`src/rtl/bus_transfer_ctrl.sv`:
```
// Source side of the 16-bit internal data bus: drives one register onto the bus,
// then pulses a one-hot load/move enable into the destination for one slow-clock tick.
module bus_transfer_ctrl #(
  parameter int N_REGS = 8,
  parameter int SEL_W  = 3
) (
  input  logic                  clk,
  input  logic                  aclr_l,
  input  logic                  slow_clock_strb,
  input  logic                  req,
  input  logic [SEL_W-1:0]      src_sel,
  input  logic [SEL_W-1:0]      dst_sel,
  input  logic                  mov_mode,
  input  logic                  abort,
  input  logic [16*N_REGS-1:0]  src_data,
  output logic [15:0]           bus,
  output logic                  bus_valid,
  output logic [N_REGS-1:0]     in_en,
  output logic [N_REGS-1:0]     mov_en,
  output logic                  busy,
  output logic                  done,
  output logic                  err
);

  typedef enum logic [1:0] {IDLE, DRIVE, LOAD, ACK} state_t;

  state_t              state, state_next;
  logic [SEL_W-1:0]    dst_q, dst_next;
  logic                mov_q, mov_next;
  logic [15:0]         bus_next;
  logic                bus_valid_next, busy_next, done_next, err_next;
  logic [N_REGS-1:0]   in_en_next, mov_en_next, dst_onehot;
  logic [15:0]         src_word;
  logic                sel_ok;

  // Both selectors widened to int so the range check stays meaningful when N_REGS == 2**SEL_W.
  assign sel_ok = (int'(src_sel) < N_REGS) && (int'(dst_sel) < N_REGS);

  assign dst_onehot = {{(N_REGS-1){1'b0}}, 1'b1} << dst_q;

  always_comb begin
    src_word = 16'h0000;
    for (int i = 0; i < N_REGS; i++) begin
      if (src_sel == SEL_W'(i)) src_word = src_data[16*i +: 16];
    end
  end

  // State and output registers; every update is qualified by the slow-clock strobe.
  always_ff @(posedge clk or negedge aclr_l) begin
    if (!aclr_l) begin
      state     <= IDLE;
      dst_q     <= '0;
      mov_q     <= 1'b0;
      bus       <= 16'h0000;
      bus_valid <= 1'b0;
      in_en     <= '0;
      mov_en    <= '0;
      busy      <= 1'b0;
      done      <= 1'b0;
      err       <= 1'b0;
    end else if (slow_clock_strb) begin
      // NOTE: non-blocking assignments so every register samples pre-edge values, like real flops.
      state     <= state_next;
      dst_q     <= dst_next;
      mov_q     <= mov_next;
      bus       <= bus_next;
      bus_valid <= bus_valid_next;
      in_en     <= in_en_next;
      mov_en    <= mov_en_next;
      busy      <= busy_next;
      done      <= done_next;
      err       <= err_next;
    end
  end

  always_comb begin
    // NOTE: default first so no path through the case leaves state_next unassigned (no latch).
    state_next = state;
    unique case (state)
      IDLE:    if (req && sel_ok) state_next = DRIVE;
      DRIVE:   state_next = abort ? IDLE : LOAD;
      LOAD:    state_next = ACK;
      ACK:     state_next = IDLE;
      default: state_next = IDLE;
    endcase
  end

  always_comb begin
    dst_next       = dst_q;
    mov_next       = mov_q;
    bus_next       = bus;
    bus_valid_next = bus_valid;
    busy_next      = busy;
    in_en_next     = '0;
    mov_en_next    = '0;
    done_next      = 1'b0;
    err_next       = 1'b0;
    unique case (state)
      IDLE: begin
        if (req && !sel_ok) begin
          err_next = 1'b1;
        end else if (req) begin
          bus_next       = mov_mode ? {8'h00, src_word[7:0]} : src_word;
          bus_valid_next = 1'b1;
          busy_next      = 1'b1;
          dst_next       = dst_sel;
          mov_next       = mov_mode;
        end
      end
      DRIVE: begin
        if (abort) begin
          bus_valid_next = 1'b0;
          busy_next      = 1'b0;
        end else if (mov_q) begin
          mov_en_next = dst_onehot;
        end else begin
          in_en_next = dst_onehot;
        end
      end
      LOAD: begin
        // Committed: abort is not looked at here.
        bus_valid_next = 1'b0;
        busy_next      = 1'b0;
        done_next      = 1'b1;
      end
      ACK: ;
      default: ;
    endcase
  end

endmodule

```
`config.mk`:
```
export PLATFORM = sky130hd
export DESIGN_NAME = bus_transfer_ctrl
export DESIGN_NICKNAME = d
export VERILOG_FILES = /design/src/rtl/bus_transfer_ctrl.sv
export SDC_FILE = /design/constraint.sdc
export NUM_CORES = 1
export LEC_CHECK = 0
export ABC_AREA = 1
export ABC_CLOCK_PERIOD_IN_PS = 3200
export CORE_ASPECT_RATIO = 1.75
export CORE_MARGIN = 4
export CORE_UTILIZATION = 40
export CTS_BUF_LIST = sky130_fd_sc_hd__clkbuf_16
export DETAILED_ROUTE_END_ITERATION = 7
export GPL_TIMING_DRIVEN = 1
export PLACE_DENSITY = 0.88
export SYNTH_ARGS = -nofsm -noshare
export SYNTH_HDL_FRONTEND = slang
export SYNTH_SLANG_ARGS = --single-unit
```
`constraint.sdc`:
```
create_clock -name clk -period 3.2 [get_ports clk]
set_clock_uncertainty 0.15 [all_clocks]
set_input_delay 0.64 -clock clk [delete_from_list [all_inputs] [get_ports clk]]
set_output_delay 0.64 -clock clk [all_outputs]
set_load 0.01 [all_outputs]
```
==> out/metrics.csv <==
stage;metric;value;unit
critical_path;cp_max_fo;10;
sta;fin_crit;2.42;ns
clocking;cts_resized;0;
sta;rsz0062_at_grt;false;
logic_synthesis;avgSynthCellArea;6.32;um2
power_and_ir_drop;p_per_area;485;nW/um2
clocking;clock_path_buffers;2;
detailed_routing;route.detailed.drc;0;
logic_synthesis;yosysUniqueCellTypes;25;
floorplanning;io_pins;176;
logic_synthesis;yosysSeqAreaShare;37.1;%
cells_and_area;drive_gt1_share;4.67;%
job;cap_violations;0;
critical_path;cp.required;3.22;ns
sta;timing.final.crit_share;75.6;%
grt;grt-ovfl-total;0;
cells_and_area;final_area;4660;um2
detailed_routing;vias;3480;
clocking;cts_sinks;40;
floorplanning;die_area;8170;um2
power_and_ir_drop;ir_worst_vdd;274;uV
status;status;finished clean;
detailed_routing;dr.pass1.iters;7;
floorplanning;core_area;6540;um2
cells_and_area;seqCellArea;1000;um2
detailed_routing;ant_nets;0;
cells_and_area;num-fill-cells;548;
min_path;hold_class;in -> async;
logic_synthesis;synth_seq_cells;40;
clocking;cts_tree;yes;
detailed_routing;wire_per_inst;14.7;um
sta;tightest_slew;0.889;ns
clocking;htree_levels;2;
floorplanning;fp.dieW;70.1;um
floorplanning;die_h;117;um
grt;grt_pass1_wl;15700;um
detailed_routing;routed_wl;10000;um
sta;slew_headroom;40.8;%
detailed_routing;viasPerCell;5.11;
placed_design;placed_area;4500;um2
placed_design;port_buffers;174;
clocking;cts_setup_buffers;0;
sta;finalHoldViolations;0;
power_and_ir_drop;leakage;0.00219;uW
clocking;clk_latency;0.28;ns
cells_and_area;n_antenna_cell;0;
grt;grt_use_total;24.2;%
placed_design;dp_hpwl;8500;um
sta;slew_viol_final;0;
cells_and_area;multiInputGateArea;1470;um2
grt;grt_start_max_net_pins;41;
logic_synthesis;syn-num-nets;571;
clocking;cts.reportedPaths.clkPinSlew;0.06;ns
critical_path;path_class;in -> reg;
clocking;root_buffer;clkbuf_16;
floorplanning;start_util;41.3;%
floorplanning;row_count;39;
cells_and_area;syn_to_final_growth;72.9;%
critical_path;worst_ep_arrival_time;2.44;ns
grt;grt_pass1_vias;3556;
cells_and_area;final_nets;742;
sta;fmax;413;MHz
clocking;holdBufCountCts;0;
detailed_routing;drt_iter0_markers;152;
logic_synthesis;synth.yosys.warnings;0;
sta;setup_tns;0;ns
sta;setup_viol;0;
critical_path;crit_path_end_kind;register;
grt;antenna_found_initial;0;
logic_synthesis;syn_inst;427;
logic_synthesis;synth_area;2700;um2
clocking;cts_inserted_buffers;5;
placed_design;gp_congestion;1.04;
critical_path;cp-start-kind;primary input;
-- critical path, cell delays in order --
cell and delay [ns]:
clkdlybuf4s50_1 0.59, inv_1 0.17, nand3_2 0.18, clkinv_1 0.27, nand2_1 0.14, nand3_1 0.09
nor2_1 0.12, nand4_1 0.11, nand2_1 0.08, nand2_1 0.05
-- synth_stat cells (all sizes together) --
master,n,area share [%]
buf,7,1.5
conb,1,0.14
inv,42,5.8
a21oi,20,3.7
clkinv,1,0.14
nor3,4,1.8
a21boi,1,0.28
nor2,71,9.9
a31oi,1,0.23
clkbuf,6,0.83
ha,4,1.9
o21ai,19,3.5
dfrtp,40,37
o31ai,2,0.56
nand4,15,3.5
or2,7,1.6
o21a,1,0.28
nand2,156,22
nand3,29,5.6
-- layer usage --
layer  global-route usage [%]  vias to the layer above  share of wire [%]
li1                         -                     1683                  -
met1                     21.7                     1560                 32
met2                     48.9                      196                 55
met3                     4.57                       41                7.4
met4                     14.6                        0                5.8
met5                        0                        -                  0
-- power breakdown --
group	total, uW	switching (uW)	internal (uW)
Clock	564	197	366
Combinational	928	428	499
Sequential	771	115	656
-- final timing paths --
path                       startpoint                          to  slack (ns)  depth (start not counted)
max                        src_sel[0]                      bus[7]        0.78                         10
min                            aclr_l                   mov_en[2]        0.33                          1
max reg2reg                  state[0]                     bus[14]        1.09                          9
min reg2reg                 mov_en[7]                   mov_en[7]        0.33                          2
max in group asynchronous      aclr_l  asynchronous set/reset pin        2.01                          1
min in group clk            mov_en[7]                   mov_en[7]        0.33                          2
-- through the flow --
| step | hold WS, ns | util, % | setup slack, ns | total power [uW] | instances |
|---|---|---|---|---|---|
| 6_report | 0.331 | 71.3 | 0.780 | 2260 | 681 |
| 5_1_grt | 0.364 | 71.3 | 0.576 | 2400 | 681 |
| 4_1_cts | 0.334 | 71.3 | 0.788 | 2280 | 681 |
| 3_5_place_dp | 0.318 | 68.8 | 0.527 | 1700 | 673 |
| 3_3_place_gp | 0.314 | 68.8 | 0.578 | 1680 | 673 |
| 2_1_floorplan | 0.194 | - | 1.39 | 1160 | 427 |
-- layout by cell type (no fill, tap or decap), drive strengths merged --
cell type      instances
clkdlybuf4s50        173
nand2                156
nor2                  71
inv                   42
dfrtp                 40
nand3                 29
a21oi                 20
o21ai                 19
nand4                 15
or2                    7
clkbuf                 5
ha                     4
buf                    4
nor3                   4
o31ai                  2
clkinv                 2
a31oi                  1
o21a                   1
a21boi                 1
conb                   1
bufinv                 1
clkinvlp               1
-- cell families after synthesis --
group	after synthesis	synth area share (%)
AOI/OAI and AO/OA	44	8.58
adders and majority gates	4	1.86
buffers and inverters	56	8.30
DFF	40	37.1
other	1	0.139
and+or+nand+nor	282	44.0
-- final cells by class --
class | count | share of cell area, %
sequential | 40 | 21.5
inverter | 43 | 3.46
clock buffer | 5 | 2.68
timing repair buffer | 177 | 37.7
clock inverter | 3 | 0.912
tap | 82 | 2.20
multi-input combinational | 331 | 31.6
-- sequential cells by signal (all words and copies together) (netlist names), named ones only --
register / flops
bus: 16
state: 1
busy: 1
in_en: 8
dst_q: 3
done: 1
mov_en: 8
mov_q: 1
Note: power is estimated with default switching activity, not from simulation.
